`src/rtl/mb_spi_frame_slave_if.sv`:
```
// ---------------------------------------------------------------------------
// mb_spi_frame_slave_if
// Pin bundle for the MB MCU SPI link.
//   CLK  : SPI clock, driven by the MCU (asynchronous to the FPGA clock)
//   MOSI : data from the MCU
//   MISO : data to the MCU
//   LOAD : frame select, active low, driven by the MCU
// The MCU side uses the master modport; the FPGA frame slave uses slave.
// ---------------------------------------------------------------------------
interface mb_spi_frame_slave_if;
    logic CLK;
    logic MOSI;
    logic MISO;
    logic LOAD;

    modport master (output CLK, output MOSI, output LOAD, input MISO);
    modport slave  (input CLK, input MOSI, input LOAD, output MISO);
endinterface

```
`src/rtl/mb_spi_frame_slave.sv`:
```
// ---------------------------------------------------------------------------
// mb_spi_frame_slave
// Slave end of the FPGA <-> MB MCU SPI link. Each LOAD-low window is one
// full-duplex frame: a snapshot of tx_data is shifted out MSB first on MISO
// while NUM_AIN analog words and CTRL_BITS control bits are shifted in on
// MOSI. Only frames of exactly FRAME_BITS sample edges update the outputs;
// any other length raises frame_err and bumps a saturating error counter.
//
// Ports
//   clock     : system clock, all logic on its rising edge
//   reset     : synchronous, active-high
//   tx_data   : frame to send, sampled on the LOAD falling edge
//   ain_out   : analog words, channel k at [k*AIN_WIDTH +: AIN_WIDTH]
//   ctrl_out  : control bits from the last good frame
//   rx_valid  : 1-cycle pulse when ain_out/ctrl_out update
//   frame_err : 1-cycle pulse when a frame is rejected
//   err_count : saturating count of rejected frames
//   busy      : high while a frame is being shifted
//   spi       : SPI pins (CLK, MOSI, LOAD in; MISO out), slave side
// ---------------------------------------------------------------------------
module mb_spi_frame_slave #(
    parameter int                  NUM_AIN    = 6,
    parameter int                  AIN_WIDTH  = 12,
    parameter int                  CTRL_BITS  = 8,
    parameter logic [CTRL_BITS-1:0] CTRL_RESET = CTRL_BITS'(8'h06),
    parameter bit                  CPOL       = 1'b0,
    localparam int                 AIN_BITS   = NUM_AIN * AIN_WIDTH,
    localparam int                 FRAME_BITS = AIN_BITS + CTRL_BITS
) (
    input  logic                  clock,
    input  logic                  reset,
    input  logic [FRAME_BITS-1:0] tx_data,
    output logic [AIN_BITS-1:0]   ain_out,
    output logic [CTRL_BITS-1:0]  ctrl_out,
    output logic                  rx_valid,
    output logic                  frame_err,
    output logic [7:0]            err_count,
    output logic                  busy,
    mb_spi_frame_slave_if.slave   spi
);

    // Bit counter saturates one past a full frame so over-long frames
    // stay distinguishable from exact ones.
    localparam int               CNT_W    = $clog2(FRAME_BITS + 2);
    localparam logic [CNT_W-1:0] CNT_FULL = CNT_W'(FRAME_BITS);
    localparam logic [CNT_W-1:0] CNT_MAX  = CNT_W'(FRAME_BITS + 1);

    localparam logic [1:0] ST_IDLE   = 2'd0;
    localparam logic [1:0] ST_SHIFT  = 2'd1;
    localparam logic [1:0] ST_COMMIT = 2'd2;

    // ------------------------------------------------------------------
    // Pin synchronisers. Bits [1:0] are the two-flop synchroniser, bit [2]
    // holds the previous synchronised value for edge detection. CLK is
    // XORed with CPOL first so a rising edge is always the sample edge.
    // ------------------------------------------------------------------
    logic [2:0] sck_sync_q;
    logic [2:0] load_sync_q;
    logic [1:0] mosi_sync_q;

    // NOTE: the synchronisers are deliberately not reset: they keep tracking
    // the pins during reset, so a LOAD that is already low at reset release
    // shows no falling edge and cannot start a spurious frame.
    always_ff @(posedge clock) begin
        sck_sync_q  <= {sck_sync_q[1:0], spi.CLK ^ CPOL};
        load_sync_q <= {load_sync_q[1:0], spi.LOAD};
        mosi_sync_q <= {mosi_sync_q[0], spi.MOSI};
    end

    logic sck_rise;
    logic sck_fall;
    logic load_rise;
    logic load_fall;

    assign sck_rise  =  sck_sync_q[1]  & ~sck_sync_q[2];
    assign sck_fall  = ~sck_sync_q[1]  &  sck_sync_q[2];
    assign load_rise =  load_sync_q[1] & ~load_sync_q[2];
    assign load_fall = ~load_sync_q[1] &  load_sync_q[2];

    // ------------------------------------------------------------------
    // Frame state
    // ------------------------------------------------------------------
    logic [1:0]            state_q,     state_d;
    logic [FRAME_BITS-1:0] shreg_q,     shreg_d;
    logic [CNT_W-1:0]      bitcnt_q,    bitcnt_d;
    logic                  miso_q,      miso_d;
    logic [AIN_BITS-1:0]   ain_q,       ain_d;
    logic [CTRL_BITS-1:0]  ctrl_q,      ctrl_d;
    logic                  rx_valid_q,  rx_valid_d;
    logic                  frame_err_q, frame_err_d;
    logic [7:0]            err_count_q, err_count_d;

    // NOTE: every signal gets its hold value before the case statement, so
    // no path through the block leaves one unassigned and no latch is built.
    always_comb begin
        state_d     = state_q;
        shreg_d     = shreg_q;
        bitcnt_d    = bitcnt_q;
        miso_d      = miso_q;
        ain_d       = ain_q;
        ctrl_d      = ctrl_q;
        rx_valid_d  = 1'b0;
        frame_err_d = 1'b0;
        err_count_d = err_count_q;

        case (state_q)
            ST_IDLE: begin
                if (load_fall) begin
                    shreg_d  = tx_data;
                    miso_d   = tx_data[FRAME_BITS-1];
                    bitcnt_d = '0;
                    state_d  = ST_SHIFT;
                end
            end

            ST_SHIFT: begin
                // LOAD release wins over an SCK edge seen in the same cycle.
                if (load_rise) begin
                    state_d = ST_COMMIT;
                end else if (sck_rise) begin
                    shreg_d = {shreg_q[FRAME_BITS-2:0], mosi_sync_q[1]};
                    if (bitcnt_q != CNT_MAX) begin
                        bitcnt_d = bitcnt_q + CNT_W'(1);
                    end
                end else if (sck_fall) begin
                    miso_d = shreg_q[FRAME_BITS-1];
                end
            end

            ST_COMMIT: begin
                state_d = ST_IDLE;
                if (bitcnt_q == CNT_FULL) begin
                    ain_d      = shreg_q[AIN_BITS-1:0];
                    ctrl_d     = shreg_q[FRAME_BITS-1 -: CTRL_BITS];
                    rx_valid_d = 1'b1;
                end else begin
                    frame_err_d = 1'b1;
                    if (err_count_q != 8'hFF) begin
                        err_count_d = err_count_q + 8'd1;
                    end
                end
            end

            default: state_d = ST_IDLE;
        endcase
    end

    // NOTE: state registers use non-blocking assignments so every flop
    // samples the pre-edge value of the others, independent of block order.
    always_ff @(posedge clock) begin
        if (reset) begin
            state_q     <= ST_IDLE;
            shreg_q     <= '0;
            bitcnt_q    <= '0;
            miso_q      <= 1'b0;
            ain_q       <= '0;
            ctrl_q      <= CTRL_RESET;
            rx_valid_q  <= 1'b0;
            frame_err_q <= 1'b0;
            err_count_q <= 8'd0;
        end else begin
            state_q     <= state_d;
            shreg_q     <= shreg_d;
            bitcnt_q    <= bitcnt_d;
            miso_q      <= miso_d;
            ain_q       <= ain_d;
            ctrl_q      <= ctrl_d;
            rx_valid_q  <= rx_valid_d;
            frame_err_q <= frame_err_d;
            err_count_q <= err_count_d;
        end
    end

    assign ain_out   = ain_q;
    assign ctrl_out  = ctrl_q;
    assign rx_valid  = rx_valid_q;
    assign frame_err = frame_err_q;
    assign err_count = err_count_q;
    assign busy      = (state_q == ST_SHIFT);
    assign spi.MISO  = miso_q;

endmodule

```
`src/flat_wrapper.sv`:
```
// flat-port wrapper written by rule: the top's interface ports become plain ports
module mb_spi_frame_slave_flat 
#(
    parameter int                  NUM_AIN    = 6,
    parameter int                  AIN_WIDTH  = 12,
    parameter int                  CTRL_BITS  = 8,
    parameter logic [CTRL_BITS-1:0] CTRL_RESET = CTRL_BITS'(8'h06),
    parameter bit                  CPOL       = 1'b0,
    localparam int                 AIN_BITS   = NUM_AIN * AIN_WIDTH,
    localparam int                 FRAME_BITS = AIN_BITS + CTRL_BITS
)
  (clock, reset, tx_data, ain_out, ctrl_out, rx_valid, frame_err, err_count, busy, spi_CLK, spi_MOSI, spi_LOAD, spi_MISO);
  mb_spi_frame_slave_if spi_i ();
  input  logic clock;
  input  logic reset;
  input  logic [FRAME_BITS-1:0] tx_data;
  output logic [AIN_BITS-1:0] ain_out;
  output logic [CTRL_BITS-1:0] ctrl_out;
  output logic rx_valid;
  output logic frame_err;
  output logic [7:0] err_count;
  output logic busy;
  input wire logic [$bits(spi_i.CLK)-1:0] spi_CLK;
  input wire logic [$bits(spi_i.MOSI)-1:0] spi_MOSI;
  input wire logic [$bits(spi_i.LOAD)-1:0] spi_LOAD;
  output wire logic [$bits(spi_i.MISO)-1:0] spi_MISO;
  assign spi_i.CLK = spi_CLK;
  assign spi_i.MOSI = spi_MOSI;
  assign spi_i.LOAD = spi_LOAD;
  assign spi_MISO = spi_i.MISO;
  mb_spi_frame_slave #(.NUM_AIN(NUM_AIN), .AIN_WIDTH(AIN_WIDTH), .CTRL_BITS(CTRL_BITS), .CTRL_RESET(CTRL_RESET), .CPOL(CPOL)) u_core (.clock(clock), .reset(reset), .tx_data(tx_data), .ain_out(ain_out), .ctrl_out(ctrl_out), .rx_valid(rx_valid), .frame_err(frame_err), .err_count(err_count), .busy(busy), .spi(spi_i));
endmodule
```
`config.mk`:
```
export PLATFORM = sky130hd
export DESIGN_NAME = mb_spi_frame_slave_flat
export DESIGN_NICKNAME = d
export VERILOG_FILES = /design/src/rtl/mb_spi_frame_slave_if.sv /design/src/rtl/mb_spi_frame_slave.sv /design/src/flat_wrapper.sv
export SDC_FILE = /design/constraint.sdc
export NUM_CORES = 1
export LEC_CHECK = 0
export CAP_MARGIN = 30
export CELL_PAD_IN_SITES_DETAIL_PLACEMENT = 0
export CELL_PAD_IN_SITES_GLOBAL_PLACEMENT = 1
export CORE_MARGIN = 4
export CORE_UTILIZATION = 39
export DETAILED_ROUTE_END_ITERATION = 12
export PLACE_DENSITY = 0.95
export SLEW_MARGIN = 20
export SYNTH_ARGS = -nofsm -noshare
export SYNTH_HDL_FRONTEND = slang
export SYNTH_SLANG_ARGS = --single-unit
```
`constraint.sdc`:
```
create_clock -name clock -period 4.5 [get_ports clock]
set_input_delay 1.125 -clock clock [delete_from_list [all_inputs] [get_ports clock]]
set_output_delay 1.125 -clock clock [all_outputs]
set_load 0.02 [all_outputs]
```
==> flow_summary.json, run 1 <==
{
  "status": "completed",
  "postLayoutCoreUtil": 0.524,
  "syn_nets": 1013,
  "grt_pass1_vias": 6133,
  "path_max_fanout": 11,
  "num_rows": 50,
  "cp.depth": 3,
  "power.switching_uw": 873,
  "setup-tns-final_ps": 0,
  "rsz0062_at_grt": "false",
  "antenna_found_initial": 0,
  "cap_violations": 0,
  "power.leakage_nw": 3.31,
  "synth.avg_cell_area_um2": 7.98,
  "grt_max_degree": 86,
  "hold_viol": 0,
  "ant_nets": 0,
  "synthCells": 924,
  "critical-path-slowest-cell": "clkdlybuf4s50_1",
  "setup_violations": 0,
  "crit_required_ps": 3380,
  "post_drt_via_cell_ratio": 5.21,
  "finalWirelength_um": 18900,
  "cts.clk_slew.worst_paths_ps": 70,
  "overflow": 0,
  "synth_area_mm2": 0.00737,
  "crit_path_start_kind": "flop",
  "synth-seq-area-share": 0.511,
  "cts_buffers": 17,
  "finClkSkew_ps": 13.5,
  "worst_skew_pair.late_latency_ps": 420,
  "tightestPinTransition_ps": 958,
  "sw_frac_of_total": 0.247,
  "power.density_mw_per_mm2": 361,
  "wl_per_cell_um": 14.6,
  "p_clk_frac": 0.406,
  "drc": 0,
  "crit_chain": "nand2b_4, inv_2, clkdlybuf4s50_1",
  "area_delta_synth_final_pct": 32.5,
  "globalplace.congestion": 0.826,
  "power_mw": 3.53,
  "pin_count": 177,
  "power.internal_mw": 2.66,
  "numClockSinks": 188,
  "drt_pass1_iterations": 5,
  "die-area_mm2": 0.0212,
  "cpLargestDelayFamily": "buffers and inverters",
  "vias": 6759,
  "die_h_um": 145,
  "ir_drop_v": 0.000247,
  "grt_usage": 0.171,
  "h-tree-depth": 4,
  "fmaxAchievable_mhz": 345,
  "ctsHoldBuffers": 0,
  "n_antenna_cell": 0,
  "synth_seq_cells": 188,
  "die_w_um": 145,
  "cts_tree": "done",
  "drive_gt1_frac": 0.0451,
  "cts_root_buffer": "clkbuf_16",
  "max_stage_delay_ps": 600,
  "combPwrFrac": 0.088,
  "clock_path_buffers": 2,
  "crit_type": "reg2out",
  "pwr-share-seq": 0.506,
  "min_path_cells": 0,
  "yosysWarnings": 0,
  "place_ws_ps": 1730,
  "slew_viol_final": 0,
  "mostFrequentLayoutCells": "327 x nand2_1, 188 x dfxtp_1, 175 x clkdlybuf4s50_1, 86 x nor2_1, 85 x a21oi_1",
  "dp_hpwl_um": 12100,
  "mostFrequentLayoutCell": "nand2_1",
  "cts_resized": 0,
  "post-cts-setup-buffers": 0,
  "start_util": 0.395,
  "coreArea_mm2": 0.0186,
  "relSlewSlack": 0.361,
  "whs_ps": 329,
  "crit_buf_inv": 2,
  "period_share": 0.643,
  "hold_path_class": "reg2reg",
  "port_buffers": 176,
  "final_nets": 1142,
  "nFillCells": 1806,
  "cp.arrival_ps": 1770,
  "rr_worst_depth": 5,
  "synth_cell_types": 45,
  "cp-end-kind": "output port",
  "drtIter0Drc": 351,
  "fin_crit_ps": 2900,
  "setup_ws_ps": 1600,
  "grt_pass1_wl_um": 30500
}
## registers in the layout (all words and copies together) (netlist names), 2 cells and up
| name | count |
|---|---|
| u_core.load_sync_q | 3 |
| u_core.ain_out | 72 |
| u_core.mosi_sync_q | 2 |
| u_core.state_q | 2 |
| u_core.err_count | 8 |
| u_core.shreg_q | 80 |
| u_core.bitcnt_q | 7 |
| u_core.ctrl_out | 8 |
| u_core.sck_sync_q | 3 |
## synthesized netlist by cell type, drive strengths merged
| cell | n | share of area |
|---|---|---|
| a211oi | 6 | 0.0061 |
| a21bo | 1 | 0.0014 |
| a21boi | 1 | 0.0010 |
| a21oi | 85 | 0.058 |
| a311oi | 80 | 0.095 |
| a31o | 1 | 0.0012 |
| a31oi | 2 | 0.0037 |
| a41oi | 1 | 0.0012 |
| and2 | 1 | 0.00085 |
| and3 | 3 | 0.0025 |
| buf | 26 | 0.018 |
| clkbuf | 47 | 0.024 |
| dfxtp | 188 | 0.51 |
| ha | 4 | 0.0068 |
| inv | 5 | 0.0025 |
| mux2 | 1 | 0.0015 |
| mux2i | 2 | 0.0027 |
| nand2 | 327 | 0.17 |
| nand2b | 3 | 0.0025 |
| nand3 | 9 | 0.0061 |
| nand3b | 1 | 0.0010 |
| nand4 | 1 | 0.00085 |
| nand4b | 2 | 0.0024 |
| nand4bb | 3 | 0.0046 |
| nor2 | 86 | 0.044 |
| nor2b | 4 | 0.0034 |
| nor3 | 4 | 0.0027 |
| nor3b | 1 | 0.0010 |
| nor4 | 1 | 0.00085 |
| nor4b | 1 | 0.0012 |
| nor4bb | 1 | 0.0014 |
| o2111ai | 2 | 0.0024 |
| o21ai | 8 | 0.0054 |
| o21bai | 1 | 0.0010 |
| o311ai | 2 | 0.0024 |
| o31ai | 3 | 0.0031 |
| o32ai | 1 | 0.0012 |
| o41ai | 1 | 0.0012 |
| or2 | 1 | 0.00085 |
| or3 | 4 | 0.0034 |
| or3b | 1 | 0.0015 |
| or4 | 2 | 0.0020 |
## area by class of cell
| class | count | area [um^2] | area share |
|---|---|---|---|
| clock inverter | 12 | 114 | 0.0117 |
| sequential | 188 | 3760 | 0.385 |
| multi-input combinational | 658 | 3300 | 0.338 |
| tap | 234 | 293 | 0.0300 |
| clock buffer | 18 | 439 | 0.0450 |
| inverter | 5 | 18.8 | 0.00192 |
| timing repair buffer | 183 | 1840 | 0.188 |
## kinds of logic (layout without fill, tap and decap cells)
logic type,count (synthesis),count (layout),synth area share
AO/OA/AOI/OAI,195,195,0.184
adder cells (fa/ha/maj),4,4,0.00679
buffers and inverters,78,218,0.0448
flip-flops,188,188,0.511
multiplexers,3,3,0.00424
AND/OR/NAND/NOR,456,456,0.250
## power groups by stage
| stage | clock network, mW | registers [mW] | logic [mW] |
|---|---|---|---|
| 4_1_cts | 1.47 | 1.79 | 0.314 |
| 6_report | 1.43 | 1.79 | 0.311 |
| 5_1_grt | 1.53 | 1.80 | 0.347 |
| 3_3_place_gp | 0 | 1.82 | 0.306 |
| 3_5_place_dp | 0 | 1.82 | 0.313 |
| 2_1_floorplan | 0 | 1.81 | 0.198 |
## final timing paths
kind                            slack, ps             startpoint               endpoint
worst max register to register       1790      u_core.state_q[0]     u_core.shreg_q[35]
worst min register to register        330  u_core.load_sync_q[0]  u_core.load_sync_q[1]
worst min-delay path                  330  u_core.load_sync_q[0]  u_core.load_sync_q[1]
worst max-delay path                 1600      u_core.state_q[0]                   busy
## per-stage QoR
stage	instances	area [um^2]
floorplan	924	7370
global placement	1267	9190
detailed placement	1268	9210
CTS	1298	9770
global route	1298	9770
finish	1298	9770
## per-layer routing
layer,track usage,up-vias,routed length (um)
li1,-,3412,-
met1,0.227,3150,9030
met2,0.280,178,8670
met3,0.0367,19,931
met4,0.0565,0,268
met5,0,-,0
Power figures use the tool's default switching activity.
==> run 2, diff against run 1 <==
- CORE_UTILIZATION: 39 -> 32
- PLACE_DENSITY: 0.95 -> 0.86
- clock period: 4.5 -> 2.55 ns (I/O delays scaled with it)
==> flow_summary.json, run 2 (synthesis results as in run 1) <==
{
  "status": "completed",
  "cts_root_buffer": "clkbuf_16",
  "critical-path-slowest-cell": "clkdlybuf4s50_1",
  "drc": 0,
  "die_w_um": 160,
  "post-cts-setup-buffers": 0,
  "power.leakage_nw": 3.39,
  "fin_area_mm2": 0.00998,
  "cts_tree": "done",
  "n_antenna_cell": 0,
  "port_buffers": 176,
  "rsz0062_at_grt": "false",
  "cp.depth": 3,
  "crit_path_start_kind": "flop",
  "globalplace.congestion": 0.750,
  "worst_skew_pair.late_latency_ps": 420,
  "mostFrequentLayoutCell": "nand2_1",
  "grt_pass1_vias": 6390,
  "endpoint": "busy",
  "relSlewSlack": 0.513,
  "largest_reg_flops": 80,
  "max_stage_delay_ps": 680,
  "area_delta_synth_final_pct": 35.4,
  "power.density_mw_per_mm2": 639,
  "cp-end-kind": "output port",
  "dp_hpwl_um": 13100,
  "dpl_cell_area_mm2": 0.00939,
  "mostFrequentLayoutCells": "327 x nand2_1, 188 x dfxtp_1, 175 x clkdlybuf4s50_1, 86 x nor2_1, 85 x a21oi_1",
  "die-area_mm2": 0.0255,
  "cp.arrival_ps": 1820,
  "ant_nets": 0,
  "antenna_found_initial": 0,
  "whs_ps": 327,
  "cts_buffers": 17,
  "numClockSinks": 188,
  "crit_required_ps": 1910,
  "place_ws_ps": 415,
  "wl_per_cell_um": 14.7,
  "setup_ws_ps": 95.9,
  "tightestPinTransition_ps": 726,
  "rr_worst_depth": 6,
  "finClkSkew_ps": 9.58,
  "crit_start": "u_core.state_q[0]",
  "h-tree-depth": 4,
  "grt_pass1_wl_um": 32800,
  "setup-tns-final_ps": 0,
  "r2r_start": "u_core.state_q[0]",
  "hold_viol": 0,
  "ir_drop_v": 0.000338,
  "cap_violations": 0,
  "clock_path_buffers": 2,
  "period_share": 0.962,
  "cts.clk_slew.worst_paths_ps": 70,
  "grt_usage": 0.154,
  "coreArea_mm2": 0.0226,
  "slew_viol_final": 0,
  "drt_pass1_iterations": 5,
  "drive_gt1_frac": 0.0531,
  "crit_chain": "nand2b_4, clkinv_2, clkdlybuf4s50_1",
  "finalWirelength_um": 19900,
  "hold_path_class": "reg2reg",
  "crit_buf_inv": 2,
  "setup_violations": 0,
  "post_drt_via_cell_ratio": 4.96,
  "fin_crit_ps": 2450,
  "cpLargestDelayFamily": "buffers and inverters",
  "grt_max_degree": 96,
  "cts_resized": 0,
  "crit_type": "reg2out",
  "start_util": 0.326,
  "path_max_fanout": 11,
  "fmaxAchievable_mhz": 407,
  "top_register": "u_core.shreg_q",
  "ctsHoldBuffers": 0,
  "pin_count": 177,
  "vias": 6737,
  "drtIter0Drc": 417,
  "r2r_end": "u_core.shreg_q[58]",
  "die_h_um": 160,
  "overflow": 0,
  "final_nets": 1149,
  "num_rows": 55,
  "r2r_setup_slack_ps": 430
}
-- run 2: layout make-up --
type | instances | area, um^2
multi-input cells | 658 | 3300
well taps | 285 | 357
clock inverters | 12 | 129
clock buffers | 20 | 467
fillers | 2272 | 12700
flip-flops and latches | 188 | 3760
repair buffers | 190 | 1940
inverters | 5 | 20.0
-- run 2: how the worst min path moves through the flow --
| stage | from | to | slack [ps] | cells past startpoint |
|---|---|---|---|---|
| CTS | u_core.load_sync_q[0] | u_core.load_sync_q[1] | 330 | 0 |
| finish | u_core.load_sync_q[0] | u_core.load_sync_q[1] | 330 | 0 |
| floorplan | u_core.load_sync_q[0] | u_core.load_sync_q[1] | 310 | 0 |
| global route | u_core.mosi_sync_q[0] | u_core.mosi_sync_q[1] | 340 | 0 |
| global placement | u_core.mosi_sync_q[0] | u_core.mosi_sync_q[1] | 310 | 0 |
| detailed placement | u_core.sck_sync_q[0] | u_core.sck_sync_q[1] | 310 | 0 |
-- run 2: per-layer routing --
layer / vias up / share of wire / GRT usage / wire length, um
met5: - / 0 / 0 / 0
met1: 3116 / 0.47 / 0.206 / 9340
met3: 18 / 0.052 / 0.0359 / 1040
li1: 3431 / - / - / -
met4: 0 / 0.014 / 0.0481 / 288
met2: 172 / 0.46 / 0.249 / 9250
-- run 2: through the flow --
step                      instances  total power [mW]   util
after CTS                      1358              6.48  0.441
after global routing           1358              6.68  0.441
after floorplan                 924              3.54      -
after global placement         1326              3.77  0.415
final                          1358              6.38  0.441
after detailed placement       1326              3.79  0.415
-- run 2: report_power, final --
part / total, mW / switching (mW) / internal (mW)
clock network: 2.67 / 1.21 / 1.46
logic: 0.560 / 0.297 / 0.263
registers: 3.15 / 0.0965 / 3.06
==> run 3, diff against run 2 <==
- CTS_CLUSTER_SIZE: unset -> 30
==> results of run 3 <==
No change in the layout: final DEF, timing and power equal those of run 2.
==> RTL edit 1: new RTL, config.mk and constraints of run 2 <==
Add an input register stage for `tx_data`, without a reset; this delays it by one clock. The other inputs are not delayed to match.
--- a/src/rtl/mb_spi_frame_slave.sv
+++ b/src/rtl/mb_spi_frame_slave.sv
@@ -50,2 +50,8 @@
     localparam logic [1:0] ST_COMMIT = 2'd2;
+
+    logic [FRAME_BITS-1:0] tx_data_q;
+
+    always_ff @(posedge clock) begin
+        tx_data_q <= tx_data;
+    end
 
@@ -108,4 +114,4 @@
                 if (load_fall) begin
-                    shreg_d  = tx_data;
-                    miso_d   = tx_data[FRAME_BITS-1];
+                    shreg_d  = tx_data_q;
+                    miso_d   = tx_data_q[FRAME_BITS-1];
                     bitcnt_d = '0;
Formal check against the unedited RTL: not equivalent (Yosys sat finds a counterexample within 4 cycles, from zero or initial values and one cycle with reset high).
==> RTL edit 1 against run 2 <==
  * Clock skew fell by 0.71 ps
  * Final area increased by 25%
  * Sequential share of layout area is 5.4 points higher
  * Sequential cell count rose by 80
  * Via count rose by 8.4%
  * Sequential power grew 43%
  * Synthesized area rose by 28%
  * Power is 49% higher
  * Cell count increased by 9.1%
  * Utilization fell by 1.1 points
  * Setup slack lost 4.6 ps
  * Routed wire length increased by 15%
  * Maximum frequency fell by 0.19%
  * Critical path type unchanged
==> RTL edit 1: results (changes against run 2) <==
status=finished clean; Reg area=5370 um^2 (+43%); DP Wirelength=14100 um (+7.1%); multi-input logic area=3600 um^2 (+9.1%); post-route insts no fill=1482 (+9.1%); maximum vdd drop=0.498 mV (+47%); WL met1=10400 um (+11%); Slew @ Worst Pin=770 ps (+44.5 ps); initial antenna violation count=1 (+1); syn nets=1026 (+1.3%); Global Route Usage Sum=13.4% (-2.0 points); syn avg cell area=10.1 um^2 (+26%); clk_skew=8.87 ps (-0.709 ps); Fillers=2730 (+20%); layout clock buffer count=43 (+110%); metal3 WL=1200 um (+15%); portion of netlist area occupied by mux cells=8.82% (+8.4 points); complex-gate fraction of the synthesized area=18.6% (+0.22 points); FF+latch count=268 (+43%); TritonCTS buffer count=30 (+13); area post-placement=11400 um^2 (+21%); synth cell count leaders=268 x dfxtp_1, 168 x nand2_1, 166 x a21oi_1; GRT met3 Usage=2.93% (-0.66 points); Crit Path Max Fanout=6 (-5); post_cts resized=1 (+1); met2 wire len=10800 um (+17%); main area contributors after synthesis=dfxtp_1 57%, a21oi_1 8.8%, mux2i_1 8.6%; Non-CTS buffers=188 (-1.1%); worst skew pair latency=540 ps (+120 ps); Non-clock buffers, area share=15.6% (-3.9 points); Total Nets Final=1165 (+1.4%); RePlAce Congestion=0.742 (-0.97%); met2 GRT Util=22.1% (-2.7 points); Placed Instances=1426 (+7.5%); Top Layer Used=met5; CTS HTree Levels=1 (-3); non-clock inverter total of the final layout=7 (+2); sequential share of the synthesized area=56.8% (+5.7 points); number of buffers on the longest clock path=3 (+1); layout cells sized above 1=6.28% (+0.97 points); tap cells=384 (+35%); Synth Area in Adders=0.530% (-0.15 points); pre-CTS WS=457 ps (+42.0 ps); ClkCell Share=8.25% (+2.3 points); first-pass GRT wire length=37300 um (+14%)
## RTL edit 1: critical path, cell delays in order, from the launching register on
cell and delay (ps):
dfxtp_1 470, nand2b_4 200, inv_1 50, clkdlybuf4s50_1 560
## RTL edit 1: power breakdown
group          leakage (nW)  internal [W]  switching, W
Clock                 0.497       0.00276       0.00168
Sequential             2.21       0.00437      0.000113
Combinational          2.00      0.000318      0.000288
## RTL edit 1: worst paths after layout
path                                                 startpoint                         endpoint  slack (ps)  depth (start not counted)
worst max register to register  u_core.bitcnt_q[3]$_SDFFE_PP0P_  u_core.ain_out[48]$_SDFFE_PP0P_         570                          5
worst min-delay path              u_core.mosi_sync_q[0]$_DFF_P_    u_core.mosi_sync_q[1]$_DFF_P_         330                          0
worst max-delay path             u_core.state_q[1]$_SDFFE_PP0P_                             busy          90                          3
worst min register to register    u_core.mosi_sync_q[0]$_DFF_P_    u_core.mosi_sync_q[1]$_DFF_P_         330                          0
==> RTL edit 2: new RTL, settings of run 2 <==
Without the edit above. `AIN_WIDTH` is set to 12 in 2 places; all go to 16.
--- a/src/rtl/mb_spi_frame_slave.sv
+++ b/src/rtl/mb_spi_frame_slave.sv
@@ -22,3 +22,3 @@
     parameter int                  NUM_AIN    = 6,
-    parameter int                  AIN_WIDTH  = 12,
+    parameter int                  AIN_WIDTH  = 16,
     parameter int                  CTRL_BITS  = 8,
--- a/src/flat_wrapper.sv
+++ b/src/flat_wrapper.sv
@@ -4,3 +4,3 @@
     parameter int                  NUM_AIN    = 6,
-    parameter int                  AIN_WIDTH  = 12,
+    parameter int                  AIN_WIDTH  = 16,
     parameter int                  CTRL_BITS  = 8,
Ports: changed (resized ain_out and tx_data); port bits go from 177 to 225. No check against the original RTL was run, so the function may have changed too.
==> RTL edit 2 against run 2 <==
  * Largest power group unchanged
  * Critical path depth is 2 lower
  * Utilization is 0.24 points higher
  * Final area is 28% higher
  * Setup slack better by 210 ps
  * Count of clock-buffer cells in the layout is 20 higher
  * Synthesized cell count increased by 14%
  * Largest cell class unchanged
  * Clock power increased by 48%
  * Critical endpoint is now err_count[2]
  * Sequential share of layout area shrank 0.74 points
  * Sequential cell count grew 48
  * Clock skew is 3.3 ps higher
  * Critical path type unchanged
  * Via count is 18% higher
  * Synthesized area increased by 27%
  * Routed wire length is 27% higher
  * Power rose by 36%
==> RTL edit 2: results (changes against run 2) <==
status=finished clean; Post-Route WL=25300 um (+27%); Total Nets Final=1346 (+17%); smallest hold slack=327 ps (+0.0740 ps); Synth Area in Adders=0.533% (-0.15 points); commonest non-fill, non-tap cell in the layout=dfxtp_1; Iter 0 DRT Violations=361 (-13%); met2 GRT Util=24.0% (-0.84 points); multi-input logic area=4220 um^2 (+28%); Reg2Reg Setup Slack=490 ps (+60 ps); WL met1=11300 um (+21%); syn nets=1165 (+15%); Largest register FFs=104 (+30%); largest net degree at the start of global routing=135 (+41%); DP Wirelength=16200 um (+24%); post-synthesis instance area=9390 um^2 (+27%); RePlAce Congestion=0.753 (+0.40%); non-clock inverter total of the final layout=4 (-1); worst skew pair latency=530 ps (+110 ps); worst reg2reg path depth=5 (-1); Non-clock buffers, area share=18.9% (-0.56 points); hold path startpoint=u_core.sck_sync_q[0]$_DFF_P_; max incr delay on CP=650 ps (-30 ps); initial antenna violation count=2 (+2); metal3 WL=2190 um (+110%); complex-gate fraction of the synthesized area=15.8% (-2.6 points); Crit Path Max Fanout=7 (-4); maximum vdd drop=0.469 mV (+39%); post-route insts no fill=1636 (+20%); vias in the first global route=7622 (+19%); sequential share of the synthesized area=50.3% (-0.73 points); Placed Instances=1587 (+20%); first-pass GRT wire length=39800 um (+21%)
## RTL edit 2: cell count changes after synthesis, moves of 5 or more
| cell | run 2 | this run |
|---|---|---|
| a211oi_1 | 6 | 106 |
| a311oi_1 | 80 | 0 |
| dfxtp_1 | 188 | 236 |
| buf_6 | 0 | 6 |
| mux2i_1 | 2 | 106 |
| buf_4 | 2 | 11 |
| nand2_1 | 327 | 216 |
| a21oi_1 | 85 | 109 |
| nor2_1 | 86 | 112 |
| nand3_1 | 9 | 14 |
## RTL edit 2: repair_timing
| item | in CTS | in global routing |
|---|---|---|
| resized for setup | 0 | 1 |
| endpoints found under the hold margin | 0 | 0 |
| setup endpoints to repair | 0 | 1 |
## RTL edit 2: power by group through the flow
stage	Combinational, W	Sequential [W]	Clock (W)
floorplan	0.000493	0.00401	0
global placement	0.000731	0.00404	0
detailed placement	0.000746	0.00405	0
CTS	0.000750	0.00397	0.00408
global route	0.000815	0.00399	0.00423
finish	0.000739	0.00397	0.00395
